[config.mk]
export PLATFORM = sky130hd
export DESIGN_NAME = capture_ctrl_flat
export DESIGN_NICKNAME = d
export VERILOG_FILES = /design/src/rtl/la_pkg.sv /design/src/rtl/capture_ctrl_if.sv /design/src/rtl/capture_ctrl_smpl_decim.sv /design/src/rtl/capture_ctrl.sv /design/src/flat_wrapper.sv
export SDC_FILE = /design/constraint.sdc
export NUM_CORES = 1
export LEC_CHECK = 0
export CAP_MARGIN = 20
export CORE_UTILIZATION = 25
export DETAILED_ROUTE_END_ITERATION = 16
export PLACE_DENSITY = 0.39
export RECOVER_POWER = 25
export SLEW_MARGIN = 20
export SYNTH_ARGS = -nofsm -noshare
export SYNTH_HDL_FRONTEND = slang
export SYNTH_SLANG_ARGS = --single-unit
[constraint.sdc]
create_clock -name clk -period 7.5 [get_ports clk]
set_clock_uncertainty 0.05 [all_clocks]
set_input_delay 1.5 -clock clk [delete_from_list [all_inputs] [get_ports clk]]
set_output_delay 1.5 -clock clk [all_outputs]
set_load 0.01 [all_outputs]
[src/rtl/la_pkg.sv]
// Shared logic-analyzer definitions: capture FSM states and RAM geometry
// common to capture_ctrl and cmd_cfg.
package la_pkg;

  localparam int ENTRIES = 384;  // depth of each channel RAM
  localparam int LOG2    = 9;    // RAM address width

  typedef enum logic [2:0] {
    IDLE,
    RUN,
    POST,
    DONE,
    WAIT
  } cap_state_t;

endpackage

[src/rtl/capture_ctrl_if.sv]
// Shared write port of the five channel RAMs: one enable, one address.
interface capture_ctrl_if;

  logic                     we;
  logic [la_pkg::LOG2-1:0]  waddr;

  modport master (output we, output waddr);
  modport slave  (input  we, input  waddr);

endinterface

[src/rtl/capture_ctrl_smpl_decim.sv]
// Sample decimator: keeps one of every 2^decimator base-rate strobes.
module smpl_decim (
  input  logic       clk,
  input  logic       rst,
  input  logic       clear,
  input  logic       count_en,
  input  logic       smpl_en,
  input  logic [3:0] decimator,
  output logic       cap
);

  logic [14:0] dec_cnt;
  logic [14:0] mask;

  // All-ones in the low 'decimator' bits; decimator=15 yields 15'h7fff.
  assign mask = ~(15'h7fff << decimator);
  assign cap  = smpl_en && ((dec_cnt & mask) == mask);

  // Strobe counter, restarted before every capture.
  always_ff @(posedge clk) begin
    // NOTE: sequential state uses non-blocking assignments so every register
    // samples pre-edge values regardless of block ordering.
    if (rst || clear) begin
      dec_cnt <= '0;
    end else if (count_en && smpl_en) begin
      dec_cnt <= dec_cnt + 15'd1;
    end
  end

endmodule

[src/rtl/capture_ctrl.sv]
// Capture sequencer: decimated RAM writes, pre-trigger arming, post-trigger
// count and a one-cycle completion pulse towards cmd_cfg.
module capture_ctrl
  import la_pkg::*;
(
  input  logic                 clk,
  input  logic                 rst,
  input  logic                 run,
  input  logic                 cap_done_bit,
  input  logic                 smpl_en,
  input  logic [3:0]           decimator,
  input  logic [LOG2-1:0]      trig_pos,
  input  logic                 triggered,
  capture_ctrl_if.master       ram,
  output logic [LOG2-1:0]      ram_addr,
  output logic                 armed,
  output logic                 capturing,
  output logic                 set_capture_done
);

  localparam logic [LOG2-1:0] LAST = LOG2'(ENTRIES - 1);
  localparam logic [LOG2:0]   FULL = (LOG2 + 1)'(ENTRIES);

  cap_state_t       state;
  logic             cap;
  logic             active;
  logic             seen;
  logic [LOG2:0]    smpl_cnt;
  logic [LOG2:0]    smpl_nxt;
  logic [LOG2:0]    cnt_after;
  logic [LOG2-1:0]  post_cnt;
  logic [LOG2-1:0]  post_nxt;
  logic [LOG2-1:0]  tp;
  logic [LOG2-1:0]  tp_in;
  logic [LOG2-1:0]  waddr_nxt;
  logic             arm_cmp;

  assign active    = (state == RUN) || (state == POST);
  assign ram.we    = cap && active;
  assign tp_in     = (trig_pos > LAST) ? LAST : trig_pos;
  assign waddr_nxt = (ram.waddr == LAST) ? '0 : ram.waddr + 1'b1;
  assign smpl_nxt  = (smpl_cnt == FULL) ? FULL : smpl_cnt + 1'b1;
  assign cnt_after = ram.we ? smpl_nxt : smpl_cnt;
  assign post_nxt  = post_cnt + 1'b1;
  // Enough history stored that tp further samples cannot overwrite it.
  assign arm_cmp   = (cnt_after + {1'b0, tp}) >= FULL;

  smpl_decim u_decim (
    .clk       (clk),
    .rst       (rst),
    .clear     (state == IDLE),
    .count_en  (active),
    .smpl_en   (smpl_en),
    .decimator (decimator),
    .cap       (cap)
  );

  // Capture FSM with its address, counters and registered status outputs.
  always_ff @(posedge clk) begin
    if (rst) begin
      state            <= IDLE;
      ram.waddr        <= '0;
      ram_addr         <= '0;
      smpl_cnt         <= '0;
      post_cnt         <= '0;
      tp               <= '0;
      seen             <= 1'b0;
      armed            <= 1'b0;
      capturing        <= 1'b0;
      set_capture_done <= 1'b0;
    end else begin
      set_capture_done <= 1'b0;
      case (state)
        IDLE: begin
          seen  <= 1'b0;
          armed <= 1'b0;
          if (run && !cap_done_bit) begin
            state     <= RUN;
            capturing <= 1'b1;
            ram.waddr <= '0;
            smpl_cnt  <= '0;
            post_cnt  <= '0;
            tp        <= tp_in;
          end
        end
        RUN: begin
          if (!run) begin
            state     <= IDLE;
            capturing <= 1'b0;
            armed     <= 1'b0;
          end else begin
            // A write in the trigger cycle still belongs to pre-trigger data.
            if (ram.we) begin
              ram.waddr <= waddr_nxt;
              ram_addr  <= ram.waddr;
              smpl_cnt  <= smpl_nxt;
            end
            if (triggered && armed) begin
              armed <= 1'b0;
              if (tp == '0) begin
                state            <= DONE;
                capturing        <= 1'b0;
                set_capture_done <= 1'b1;
              end else begin
                state <= POST;
              end
            end else begin
              armed <= arm_cmp;
            end
          end
        end
        POST: begin
          if (!run) begin
            state     <= IDLE;
            capturing <= 1'b0;
          end else if (ram.we) begin
            ram.waddr <= waddr_nxt;
            ram_addr  <= ram.waddr;
            post_cnt  <= post_nxt;
            if (post_nxt == tp) begin
              state            <= DONE;
              capturing        <= 1'b0;
              set_capture_done <= 1'b1;
            end
          end
        end
        DONE: begin
          state <= WAIT;
        end
        WAIT: begin
          // Wait for cmd_cfg to acknowledge (bit seen set) and then clear it.
          if (cap_done_bit) begin
            seen <= 1'b1;
          end
          if (!run || (seen && !cap_done_bit)) begin
            state <= IDLE;
          end
        end
        default: begin
          state <= IDLE;
        end
      endcase
    end
  end

endmodule

[src/flat_wrapper.sv]
// flat-port wrapper written by rule: the top's interface ports become plain ports
module capture_ctrl_flat import la_pkg::*;
  (clk, rst, run, cap_done_bit, smpl_en, decimator, trig_pos, triggered, ram_addr, armed, capturing, set_capture_done, ram_we, ram_waddr);
  capture_ctrl_if ram_i ();
  input  logic clk;
  input  logic rst;
  input  logic run;
  input  logic cap_done_bit;
  input  logic smpl_en;
  input  logic [3:0] decimator;
  input  logic [LOG2-1:0] trig_pos;
  input  logic triggered;
  output logic [LOG2-1:0] ram_addr;
  output logic armed;
  output logic capturing;
  output logic set_capture_done;
  output wire logic [$bits(ram_i.we)-1:0] ram_we;
  output wire logic [$bits(ram_i.waddr)-1:0] ram_waddr;
  assign ram_we = ram_i.we;
  assign ram_waddr = ram_i.waddr;
  capture_ctrl u_core (.clk(clk), .rst(rst), .run(run), .cap_done_bit(cap_done_bit), .smpl_en(smpl_en), .decimator(decimator), .trig_pos(trig_pos), .triggered(triggered), .ram(ram_i), .ram_addr(ram_addr), .armed(armed), .capturing(capturing), .set_capture_done(set_capture_done));
endmodule
Yosys cells after proc, flatten, opt, wreduce, memory -nomap -nowiden
Cells that the tools add are included.

Flip-flop bits (word level): 68. Latch bits: 0. Memory bits (writable): 0. ROM bits: 0. Input port bits: 19. Output and inout port bits: 22. Word-level logic and storage cells: 111. Memories kept: 0.

$add $sub $neg: 5. Multiply operators: 0. Div/mod/pow operators: 0. $lt $le $gt $ge: 2. Equality and inequality tests: 20. Shift-type cells: 1. Muxes and demuxes: 43. Bitwise operators: 2. Reduce and logical (&&, ||, !) cells: 27.

Operators by type and width (count): 9-bit 2-to-1 mux (7); 10-bit 2-to-1 mux (4); 9-bit one-hot mux with 2 select lines (2); 3-bit 2-to-1 mux (7); 10-bit one-hot mux with 2 select lines (1); 9-bit by 1-bit adder with 9-bit output, second input constant (2); 1-bit 2-to-1 mux (17); 15-bit by 1-bit adder with 15-bit output, second input constant (1); 15-bit AND (1); 15-bit == test (1); 15-bit NOT (1); 3-bit one-hot mux with 5 select lines (1); 15-bit by 4-bit left shift with 15-bit output, first input constant (1); 10-bit by 1-bit adder with 10-bit output, second input constant (1); 10-bit by 9-bit adder with 10-bit output (1); 10-bit by 9-bit == test with 1-bit output, second input constant (1); 10-bit by 9-bit >= comparator with 1-bit output, second input constant (1); 2-bit by 1-bit inequality test with 1-bit output, second input constant (5); 9-bit == test (1); 9-bit == test, second input constant (1); 9-bit greater-than comparator, second input constant (1); 9-bit zero test (1); 3-bit inequality test, second input constant (3); 4-bit AND reduction (2); other kinds (18) (36).

Longest topological paths before layout
Gate-level depths: netlist of the first run.

Word-level depth: 12. Mapped depth: 19. Depth with buffers taken out: 16.

Hierarchy
Synthesis of the first run repeated with hierarchy kept, for this count alone.

Cell total of the unflattened synthesis: 531. Area, all modules: 4204.0 um2.

By module, submodules not included: capture_ctrl (instances 1, cells each 423, area an instance 3273.1 um2, seq. area each 1061.0 um2); smpl_decim (instances 1, cells each 108, area an instance 930.9 um2, seq. area each 300.3 um2).

Worst setup path before layout of the first run
No wires, ideal clock.

Path type: input-to-reg. Start: input port decimator[3]. End: register u_core.armed. Library setup time: 0.129 ns. Data arrival time: 4.370 ns. Data required time: 7.321 ns. Path slack: 2.951 ns. Stages: 19. Buffers on the path: 3. Cell sequence: buf_2 -> a21bo_2 -> a311oi_1 -> nor4_4 -> and3_1 -> buf_4 -> buf_2 -> nand3_1 -> o21ai_0 -> ha_1 -> inv_1 -> fa_1 -> nor2b_1 -> o211ai_1 -> a21oi_1 -> nor3_1 -> a31oi_1 -> a31o_2 -> o211ai_1.

Cells in the longest elaborated chain, start to end: 12.

Ends and longest elaborated chain: start, declared (line flat_wrapper.sv:10) `input logic [3:0] decimator;`; 15-bit by 4-bit left shift with 15-bit output * (line capture_ctrl_smpl_decim.sv:16) `assign mask = ~(15'h7fff << decimator);`; 15-bit NOT * (line capture_ctrl_smpl_decim.sv:16); 15-bit AND (line capture_ctrl_smpl_decim.sv:17) `assign cap = smpl_en && ((dec_cnt & mask) == mask);`; 15-bit == test * (line capture_ctrl_smpl_decim.sv:17); 1-bit logical AND * (line capture_ctrl_smpl_decim.sv:17); 1-bit logical AND * (line capture_ctrl.sv:39) `assign ram.we = cap && active;`; named net ram_we (line flat_wrapper.sv:17) `output wire logic [$bits(ram_i.we)-1:0] ram_we;`; 10-bit 2-to-1 mux * (line capture_ctrl.sv:43) `assign cnt_after = ram.we ? smpl_nxt : smpl_cnt;`; 10-bit by 9-bit adder with 10-bit output * (line capture_ctrl.sv:46) `assign arm_cmp = (cnt_after + {1'b0, tp}) >= FULL;`; 10-bit by 9-bit >= comparator with 1-bit output * (line capture_ctrl.sv:46); 1-bit 2-to-1 mux * (line capture_ctrl.sv:98) `if (triggered && armed) begin`; 1-bit 2-to-1 mux * (line capture_ctrl.sv:87) `if (!run) begin`; 1-bit one-hot mux with 2 select lines * (line capture_ctrl.sv:73) `case (state)`; end signal, assigned (line capture_ctrl.sv:108) `armed <= arm_cmp;`; end, declared (line capture_ctrl.sv:16) `output logic armed,`.

The timed path passes the listed nets; every way through them passes the cells marked *. A chain may end at the register's enable or synchronous reset.

Final worst setup path of the first run
Start: input port decimator[0]. End: output port ram_we.

Cells in the longest elaborated chain, start to end: 6.

Ends and longest elaborated chain (line): 15-bit by 4-bit left shift with 15-bit output * (capture_ctrl_smpl_decim.sv:16); 15-bit NOT * (capture_ctrl_smpl_decim.sv:16); 15-bit AND (capture_ctrl_smpl_decim.sv:17); 15-bit == test * (capture_ctrl_smpl_decim.sv:17); 1-bit logical AND * (capture_ctrl_smpl_decim.sv:17); 1-bit logical AND * (capture_ctrl.sv:39); end, declared (flat_wrapper.sv:17).

Mark *: on every way between the ends. The rest lies on a longest branch, timed or not.

==> results by stage, run 1 <==
Pwr:
- The largest vdd supply drop is 111 uV.
- Dividing total power by cell area gives a power density of around 200 nW/um^2.
- The standby leakage power is roughly 1.7 nW.

Floorplanning:
- The boundary pin count is 41.
- The initial core utilization is 0.260.
- The horizontal die dimension is about 130 um.
- The region available for standard cell placement spans 15400 um^2.
- In this run the core area contains 45 standard-cell rows.
- The die span in y is 128 um.
- The die area is 16500 um^2.

Layout:
- The filler cell count in the final layout is 1617.
- The area added between synthesis and finish is 23.6%.
- Across the whole layout, storage elements account for between 1000 and 1500 um^2.
- In the final layout, the share of cells above drive strength 1 is 0.0700.
- The repair_antennas step left the layout with diodes totalling 0.
- The area occupied by multi-input gates is 2470 um^2.
- At the end of the flow, the number of nets in the layout was around 570.

Synthesis:
- In the post-synthesis netlist, the cell with the most instances is dfxtp_1.
- The synthesized design contains 68 register bits.
- In the synthesized netlist the dominant register cell turns out to be dfxtp_1.
- Synthesis produced a netlist with a net count of approximately 540.
- The register area share after synthesis is 0.341.
- The distinct cell type count after synthesis is 58.
- Of the post-synthesis cell area, the dominant cell type holds 0.341.
- The synthesized design spends more area on one cell type than any other, namely dfxtp_1.
- For this run, the number of Yosys warnings is 0.
- After synthesis, the most frequently instantiated cells are dfxtp_1 (68), nor2_1 (49), nand2_1 (47).
- The number of flops mapped to enable cells by yosys is 0.
- The average cell area after synthesis is ~8 um^2.
- The combined area of all synthesized cells is between 3000 and 4000 um^2.
- The share of flip-flops with an asynchronous set or reset after synthesis is 0.
- The gate count of the mapped netlist is ~510.
- In the post-synthesis netlist, the biggest area contributors are dfxtp_1 (34%), a21oi_1 (5.8%), nor2_1 (4.6%), nand2_1 (4.4%), ha_1 (4.4%).

STA:
- Adding up every negative setup slack in the final design gives 0 ps.
- The shortest period the worst path allows is roughly 5600 ps.
- For this run, the top clock speed supported by timing is approximately 0.18 GHz.
- Setup repair after global routing left no endpoint under its margin.
- At the pin with the least slew margin, the transition time is about 800 ps.
- The period utilization is 0.752.
- Headroom to the max-slew limit came out at 0.465.
- The count of final hold-check violations is 0.
- The final setup violation count is 0.
- The final-report max-slew violation count was 0.
- Setup slack on the critical path of the routed design comes to between 1500 and 2000 ps.

Detailed routing:
- The antenna violation net count after detailed routing is 0.
- The wire length after detailed routing is about 12 mm.
- The violation count after the first detailed-routing iteration is 231.
- The number of remaining DRC errors is 0.
- The first-pass iteration count of the detailed router is 5.
- The final routed wire length divided by cell count is around 15 um.
- The total via count in the routed design is approximately 3.7k.
- The number of vias per cell is between 4 and 5.

CTS:
- TritonCTS created 9 clock buffers.
- The number of hold-repair buffers added at the cts stage is 0.
- The clock tree synthesis step divided the H-tree into 3 levels.
- Clock tree synthesis selected as its root buffer the cell clkbuf_16.
- The tree built by TritonCTS fans out to 68 sinks.
- The clock input transition at the sequential cells of the worst setup and hold paths is about 60 ps.
- The longest clock path from root to sink contains 2 buffers.
- Post-CTS repair changed the size of 0 cells.
- TritonCTS built the clock tree.
- The count of buffers added by post-CTS timing repair for setup is 0.
- The clock latency on the worst-skew pair is roughly 340 ps.

Setup path:
- The worst setup path is of the in -> out kind.
- The element type at the critical path end is an output port.
- Among all stages on the critical path, the largest delay is contributed by clkdlybuf4s50_1.
- STA classifies the critical path startpoint as a primary input.
- The signal on the critical path passes through clkdlybuf4s50_1, nor4b_2, a311oi_1, nor4_4, and3_1, clkdlybuf4s50_1.
- The worst setup slack for register-to-register paths is between 3000 and 4000 ps.
- The startpoint of the lowest-slack register-to-register path is u_core.state[0]$_SDFFE_PP0P_.
- The most numerous cell on the critical path is clkdlybuf4s50_1.
- The capturing point of the worst reg2reg path is u_core.armed$_SDFFE_PP0P_.
- The signal arrival time at the worst endpoint is between 4000 and 5000 ps.
- Of all nets on the critical path, the largest fanout is 13.
- The largest single stage delay on the critical path is between 600 and 700 ps.
- The data required time of the worst path is 5950 ps.
- The depth of the most critical reg-to-reg path is 15.

Placed design:
- Buffers placed on the I/O ports in this run total 40.
- The worst slack after detailed placement is approximately 1800 ps.
- Detailed placement finished with a half-perimeter wire length of roughly 8.3 mm.
- The routability congestion estimate is between 0.7 and 0.8.

Global routing:
- The initial antenna violation count came to 0.
- The global-route congestion overflow total is 0.
- The global-route wire length before repair is 19.1 mm.
- For this run, the total global-route usage over all layers was measured as 0.149.
- The via count of the first global-routing pass is between 3k and 4k.
- The pin count of the biggest net entering global routing is 45.

Min path:
- The path class of the tightest hold or removal check is reg -> reg.
- The worst hold path was traced through 2 stages.
- The startpoint of the tightest hold check path is u_core.ram_addr[1]$_SDFFE_PP0P_.
- The endpoint with the worst hold slack is u_core.ram_addr[1]$_SDFFE_PP0P_.

Run:
- The number of max-cap violations is 0.

Outcome:
- The run finished with clean final reports.
-- cell families after synthesis --
group                      synth area share
AOI/OAI and AO/OA                     0.217
DFF                                   0.341
adders and majority gates            0.0489
muxes                               0.00532
xor gates and xnor gates             0.0680
buffers and inverters                0.0401
and+or+nand+nor                       0.280
-- stage by stage --
stage | hold WS, ps | util | area, um^2 | power, W | instances
after floorplan | 403 | - | 4000 | 0.000468 | 507
after global placement | 397 | 0.299 | 4590 | 0.000511 | 738
after detailed placement | 403 | 0.299 | 4590 | 0.000510 | 738
after CTS | 411 | 0.321 | 4940 | 0.00102 | 754
after global routing | 430 | 0.321 | 4940 | 0.00105 | 754
final | 405 | 0.321 | 4940 | 0.00100 | 754
-- routing by layer --
| layer | share of wire | track usage |
|---|---|---|
| met1 | 0.49 | 0.191 |
| met3 | 0.045 | 0.0412 |
| met5 | 0 | 0 |
| met2 | 0.46 | 0.247 |
| met4 | 0.0064 | 0.0374 |
-- critical path: cells and delay by family --
family	cells	cell delay, ps
buffers and inverters	2	1190
AO/OA/AOI/OAI	1	110
AND/OR/NAND/NOR	3	1280
-- final cells by class --
cell class	instances	area share
clock buffers	10	0.0484
clock inverters	6	0.0225
inverters	16	0.0122
multi-input cells	399	0.501
flip-flops and latches	68	0.276
well taps	211	0.0534
repair buffers	44	0.0871
-- registers in the layout (all words and copies together) (netlist names) --
signal                   count
u_core.armed                 1
u_core.state                 3
u_core.smpl_cnt             10
u_core.ram_addr              9
u_core.capturing             1
u_core.ram.waddr             9
u_core.set_capture_done      1
u_core.u_decim.dec_cnt      15
u_core.tp                    9
u_core.post_cnt              9
u_core.seen                  1
-- report_power, final --
part	leakage, nW	switching [W]	internal, W	total [W]
logic	1.03	0.0000725	0.0000456	0.000118
registers	0.549	0.0000146	0.000369	0.000384
clock network	0.169	0.000169	0.000334	0.000502
total	1.75	0.000256	0.000748	0.00100
-- placed cells by master (no fill, tap or decap), types with 18 or more instances in the layout --
master	count
dfxtp_1	68
nor2_1	49
nand2_1	47
a21oi_1	46
o21ai_0	27
nand3_1	27
nor3_1	25
dlygate4sd3_1	22
xnor2_1	20
clkdlybuf4s50_1	18
-- worst max path at each step --
| stage | startpoint | to |
|---|---|---|
| 2_1_floorplan | decimator[3] | u_core.armed$_SDFFE_PP0P_ |
| 3_3_place_gp | decimator[0] | u_core.armed$_SDFFE_PP0P_ |
| 3_5_place_dp | decimator[0] | u_core.armed$_SDFFE_PP0P_ |
| 4_1_cts | decimator[0] | ram_we |
| 5_1_grt | decimator[0] | ram_we |
| 6_report | decimator[0] | ram_we |
Power figures use the tool's default switching activity.
==> inputs of run 2 (changes only) <==
Settings changed: PLACE_DENSITY 0.39 to 0.4.
Clock period 7.5 ns to 4.95 ns, I/O delays scaled along.
==> results by stage, run 2 (synthesis results as in run 1) <==
Outcome:
- The flow ran to the end, and the final reports show no timing, DRC or antenna violations.

CTS:
- The clock latency on the worst-skew pair is 330 ps (about the same).
- The clock input transition at the sequential cells of the worst setup and hold paths was 60 ps (about the same).
- The clock root buffer is clkbuf_16.
- The number of buffers on the longest clock path is 2 (unchanged).
- The number of gates resized after CTS came to 0 (unchanged).
- The count of buffers added by post-CTS timing repair for setup was 0 (unchanged).
- The number of H-tree levels came to 3 (unchanged).
- The total clock buffers created by CTS is 9 (unchanged).
- TritonCTS built the clock tree.
- The number of hold-repair buffers added at the cts stage is 0 (unchanged).
- The number of clock sinks seen by CTS is 68 (unchanged).

Setup path:
- The worst setup path is launched from a primary input.
- The cell with the biggest individual delay on the critical path is clkdlybuf4s50_1.
- Traced cell by cell, the critical path runs through clkdlybuf4s50_1, or2_2, o221ai_1, and2_1, and3_1, buf_12, nand4_1, xnor2_1, ha_1, or2_2, a21oi_1, a21oi_1, nor3_1, a31oi_1, a31o_2, o211ai_1.
- The largest fanout of any net on the critical path came to 30 (+17).
- The data required time of the worst path is 5160 ps (-790 ps).
- Broken down by cell family, the worst path's largest delay share belongs to simple AND/OR/NAND/NOR gates.
- The signal arrival time at the worst endpoint is 4640 ps (+550 ps).
- The element type at the critical path end is a flip-flop.
- The worst setup path is of the in -> reg kind.
- The buffers plus inverters on the worst setup path is 2 (unchanged).
- The maximum single-stage delay on the critical path is 540 ps (-110 ps).

Detailed routing:
- The first-pass iteration count of the detailed router is 4 (-1).
- The number of remaining DRC errors was 0 (unchanged).
- The violation count after the first detailed-routing iteration is 217 (-6.1%).
- The wire length after detailed routing is 11.7 mm (+0.98%).
- The final routed wire length divided by cell count is 15.4 um (+0.58%).
- The total via count in the routed design was 3756 (+1.5%).
- The number of vias per cell is 4.96 (+1.1%).
- The antenna violation net count after detailed routing is 0 (unchanged).

Run:
- The number of max-cap violations is 0 (unchanged).

Layout:
- The area growth from synthesis to layout is 23.3%.
- The share of cells above drive strength 1 is 0.0714 (+0.00145).
- The post-layout net count is 575 (+0.52%).
- The flip-flop count of the largest register after layout was 15 (unchanged).
- The cell area after layout is 4920 um^2 (-0.30%).
- The register bank with the most flops is u_core.u_decim.dec_cnt.
- The library cell used most frequently in the layout, excluding fill and tap cells, is dfxtp_1.
- The count of antenna diodes in the layout is 0 (unchanged).
- The top cell types in the final layout, fill and taps aside, are dfxtp_1 (68), nor2_1 (49), nand2_1 (47), a21oi_1 (46).
- In the final layout, the registers with the most flip-flops are u_core.u_decim.dec_cnt x15, u_core.smpl_cnt x10.
- The filler cell count in the final layout is 1652 (+2.2%).

Placed design:
- The cell area after placement was 4620 um^2 (+0.76%).
- The count of port buffers added during placement came to 40 (unchanged).
- The detailed placement HPWL came to 8.53 mm (+2.7%).
- The routability congestion estimate is 0.793 (+2.8%).

STA:
- Setup repair after global routing left no endpoint under its margin.
- The final setup violation count is 0 (unchanged).
- The final-report max-slew violation count is 0 (unchanged).
- The worst-margin pin slew was 931 ps (+130 ps).
- The count of final hold-check violations came to 0 (unchanged).
- The relative slew slack came to 0.379 (-0.0852).
- The period utilization is 0.895.
- The highest attainable clock frequency is around 0.23 GHz.
- The total negative slack for setup checks came to 0 ps (unchanged).
- The routed design could run at a clock period as short as around 4400 ps.

Pwr:
- The net switching power figure is 0.000375 W (+47%).
- The switching part of the total power is 0.264 (+0.00933).
- The proportion of power drawn by the clock network is 0.464 (-0.036).
- The largest vdd supply drop was 153 uV (+38%).
- The part of the power in combinational logic came to 0.125 (+0.007).
- The part of the power in registers is 0.411 (+0.029).
- The power density over the cells is 288 nW/um^2 (+42%).
- The standby leakage power is 1.74 nW (-0.40%).
- The power consumption was 0.00142 W (+41%).
- The cell internal power dissipation is 0.00104 W (+40%).

Floorplanning:
- The boundary pin count is 41 (unchanged).
- The die span in y was 128 um (unchanged).
- The initial core utilization came to 0.260 (unchanged).
- The number of cell rows is 45 (unchanged).
- The core area is 15400 um^2 (unchanged).
- The die area came to 16500 um^2 (unchanged).
- The horizontal die dimension is 128 um (unchanged).

Global routing:
- The via count of the first global-routing pass is 3650 (+0.50%).
- The initial antenna violation count is 0 (unchanged).
- The pin count of the biggest net entering global routing is 31 (-31%).
- The global-route congestion overflow total is 0 (unchanged).
- The total global-route track usage came to 0.150 (+0.00100).
- The global-route wire length before repair was 19.2 mm (+0.18%).

Min path:
- The worst hold path belongs to the class reg -> reg.
[run 2: final cells by class]
cell class	count	area (um^2)	area share
repair buffers	47	462	0.0938
flip-flops and latches	68	1360	0.276
clock buffers	12	256	0.0521
inverters	16	60.1	0.0122
well taps	211	264	0.0536
multi-input cells	399	2470	0.502
clock inverters	4	47.5	0.00965
[run 2: final timing paths]
check                             startpoint                               to  slack, ps  cells after the start
min reg2reg  u_core.ram_addr[2]$_SDFFE_PP0P_  u_core.ram_addr[2]$_SDFFE_PP0P_        400                      2
min          u_core.ram_addr[2]$_SDFFE_PP0P_  u_core.ram_addr[2]$_SDFFE_PP0P_        400                      2
max reg2reg     u_core.state[0]$_SDFFE_PP0P_        u_core.armed$_SDFFE_PP0P_       1320                     15
max                             decimator[1]        u_core.armed$_SDFFE_PP0P_        520                     16
[run 2: stage by stage]
stage,hold WS (ps),cells,setup slack [ps],util
finish,404,757,519,0.320
global route,427,757,205,0.320
CTS,408,757,560,0.321
detailed placement,400,741,196,0.301
global placement,402,741,323,0.301
floorplan,403,507,911,-
[run 2: tightest hold or removal path, cell delays in order, from the launching register on]
cell	delay (ps)
dfxtp_1	300
nand2_1	50
a21oi_1	50
[run 2: power groups by stage]
stage	combinational (W)	clock (W)	sequential [W]
6_report	0.000177	0.000659	0.000583
5_1_grt	0.000200	0.000705	0.000585
4_1_cts	0.000182	0.000685	0.000583
3_5_place_dp	0.000180	0	0.000595
3_3_place_gp	0.000181	0	0.000595
2_1_floorplan	0.000129	0	0.000581
[run 2: metal layers]
metal,wire (um),vias up,global-route usage
li1,-,1906,-
met1,5710,1778,0.200
met2,5290,64,0.238
met3,536,8,0.0349
met4,127,0,0.0505
met5,0,-,0
==> inputs of run 3 (changes only) <==
Settings changed: CTS_CLUSTER_SIZE set to 16, PLACE_DENSITY 0.4 to not set, PLACE_DENSITY_LB_ADDON set to 0.08.
==> results by stage, run 3 (synthesis results as in run 1) <==
STA:
- The final-report max-slew violation count is 0 (unchanged).
- The shortest period the worst path allows came to 4660 ps (+228 ps).
- The final setup violation count is 0 (unchanged).
- The highest attainable clock frequency is 0.215 GHz (-4.9%).
- The worst hold margin came to 400 ps (-3.62 ps).
- The worst-margin pin slew is 744 ps (-187 ps).
- The relative slew slack is 0.500 (+0.121).
- The total negative slack for setup checks is 0 ps (unchanged).
- The period utilization is 0.941 (+0.0460).
- Setup repair after global routing left no endpoint under its margin.
- The count of final hold-check violations is 0 (unchanged).

Layout:
- The area added between synthesis and finish is 24.5%.
- The share of cells above drive strength 1 came to 0.0768 (+0.00535).
- More flip-flops sit in one register than any other, and that register is u_core.u_decim.dec_cnt.
- The filler cell count in the final layout is 1615 (-2.2%).
- The flip-flop count of the largest register after layout came to 15 (unchanged).
- The final design utilization came to 0.323 (+0.00309).
- The post-layout net count is 576 (+0.17%).
- The post-route non-filler standard cell count was 759 (+0.26%).
- The area occupied by multi-input gates is 2470 um^2 (unchanged).
- The flip-flop and latch area is 1360 um^2 (unchanged).
- The largest registers in the layout are u_core.u_decim.dec_cnt x15, u_core.smpl_cnt x10.
- The library cells used most frequently in the layout, excluding fill and tap cells, are dfxtp_1 (68), nor2_1 (49), nand2_1 (47), a21oi_1 (46).
- Leaving out fill and tap cells, the most frequent cell in the layout is dfxtp_1.

Setup path:
- The launching element type of the critical path is a primary input.
- The signal arrival time at the worst endpoint is 3620 ps (-1020 ps).
- The category of the most critical setup path is in -> out.
- The critical path goes through clkdlybuf4s50_1, or2_2, o221ai_1, and2_1, and3_1, buf_4, clkdlybuf4s50_1.
- The largest fanout of any net on the critical path is 12 (-60%).
- The cell with the biggest individual delay on the critical path is clkdlybuf4s50_1.
- Counting stages on the worst path, the most repeated cell is clkdlybuf4s50_1.
- The maximum single-stage delay on the critical path is 550 ps (about the same).
- The data required time of the worst path is 3910 ps (-1250 ps).
- STA classifies the critical path endpoint as an output port.

Global routing:
- The global-route congestion overflow total is 0 (unchanged).
- The via count of the first global-routing pass is 3647 (-0.082%).
- The initial antenna violation count was 1 (+1).
- The total global-route track usage came to 0.153 (+0.00246).
- The pin count of the biggest net entering global routing is 40 (+29%).
- The global-route wire length before repair is 19.2 mm (+0.29%).

Placed design:
- The detailed placement HPWL is 8.44 mm (-1.1%).
- The routability congestion estimate came to 0.800 (+0.91%).
- The count of port buffers added during placement is 40 (unchanged).
- The number of cells after detailed placement is 742 (+0.13%).

Floorplanning:
- The die span in y is 128 um (unchanged).
- The die area is 16500 um^2 (unchanged).
- The initial core utilization is 0.260 (unchanged).
- The horizontal die dimension is 128 um (unchanged).
- The number of cell rows is 45 (unchanged).
- The core area is 15400 um^2 (unchanged).
- The boundary pin count is 41 (unchanged).

Pwr:
- The part of the power in combinational logic is 0.117 (-0.008).
- The proportion of power drawn by the clock network is 0.502 (+0.038).
- The net switching power figure is 0.000392 W (+4.6%).
- The part of the power in registers was 0.380 (-0.031).
- The cell internal power dissipation is 0.00113 W (+8.6%).
- The largest vdd supply drop is 167 uV (+8.9%).
- The standby leakage power is 1.75 nW (+0.54%).
- The power density over the cells was 307 nW/um^2 (+6.6%).
- The power consumption is 0.00153 W (+7.6%).
- The switching part of the total power is 0.257 (-0.00727).

Detailed routing:
- The wire length after detailed routing is 11.7 mm (about the same).
- The first-pass iteration count of the detailed router is 4 (unchanged).
- The number of remaining DRC errors is 0 (unchanged).
- The antenna violation net count after detailed routing is 0 (unchanged).
- The violation count after the first detailed-routing iteration is 168 (-23%).
- The total via count in the routed design is 3747 (-0.24%).
- The number of vias per cell is 4.94 (-0.50%).
- The final routed wire length divided by cell count is 15.4 um (-0.28%).

CTS:
- TritonCTS built the clock tree.
- The number of hold-repair buffers added at the cts stage is 0 (unchanged).
- The clock latency on the worst-skew pair is 340 ps (about the same).
- The number of H-tree levels is 3 (unchanged).
- The number of gates resized after CTS is 0 (unchanged).
- The total clock buffers created by CTS is 9 (unchanged).
- The clock input transition at the sequential cells of the worst setup and hold paths is 60 ps (about the same).
- The number of buffers on the longest clock path is 2 (unchanged).
- The clock root buffer is clkbuf_16.
- The count of buffers added by post-CTS timing repair for setup is 0 (unchanged).
- The number of clock sinks seen by CTS is 68 (unchanged).

Min path:
- The worst hold path belongs to the class reg -> reg.

Outcome:
- The flow ran to the end, and the final reports show no timing, DRC or antenna violations.

Run:
- The number of max-cap violations is 0 (unchanged).
run 3: cell count changes in the layout (fill, tap and decap cells not counted):
cell             previous run  this run
clkdlybuf4s50_1            19        22
bufinv_16                   1         3
clkinv_4                    0         1
buf_4                       5         8
clkbuf_1                    2         0
clkinv_2                    2         1
dlygate4sd3_1              21        18
buf_12                      1         0
diode_2                     0         1
clkbuf_8                    2         1
run 3: through the flow:
stage               cell area, um^2  worst slack, ps
floorplan                      4000              911
global placement               4620              205
detailed placement             4620             64.5
CTS                            4970              270
global route                   4970             92.7
finish                         4970              292
run 3: cell type report:
type	count	area share
clock inverters	6	0.0224
well taps	211	0.0531
inverters	16	0.0121
flip-flops and latches	68	0.274
multi-input cells	399	0.497
repair buffers	48	0.0926
clock buffers	10	0.0481
diodes	1	0.000503
run 3: worst max-delay path, delay by kind of cell:
family | cells | cell delay, ps
AND/OR/NAND/NOR | 3 | 1010
buffers and inverters | 3 | 1360
AO/OA/AOI/OAI | 1 | 260
run 3: routing by layer:
layer / global-route usage / vias to the layer above / part of all wire
met2: 0.244 / 57 / 0.46
met3: 0.0486 / 7 / 0.040
met5: 0 / - / 0
li1: - / 1917 / -
met1: 0.199 / 1766 / 0.49
met4: 0.0367 / 0 / 0.0060
run 3: path summary, 6_finish.rpt:
kind / startpoint / slack [ps] / end / depth (start not counted)
setup / recovery: decimator[1] / 290 / ram_we / 7
hold / removal: u_core.ram_addr[5]$_SDFFE_PP0P_ / 400 / u_core.ram_addr[5]$_SDFFE_PP0P_ / 2
setup reg to reg: u_core.state[0]$_SDFFE_PP0P_ / 1290 / u_core.armed$_SDFFE_PP0P_ / 14
hold reg to reg: u_core.ram_addr[5]$_SDFFE_PP0P_ / 400 / u_core.ram_addr[5]$_SDFFE_PP0P_ / 2
run 3: power by group through the flow:
| stage | Clock (W) | Combinational (W) | Sequential [W] |
|---|---|---|---|
| 2_1_floorplan | 0 | 0.000129 | 0.000581 |
| 3_3_place_gp | 0 | 0.000181 | 0.000594 |
| 3_5_place_dp | 0 | 0.000181 | 0.000593 |
| 4_1_cts | 0.000792 | 0.000182 | 0.000581 |
| 5_1_grt | 0.000818 | 0.000202 | 0.000583 |
| 6_report | 0.000767 | 0.000179 | 0.000581 |
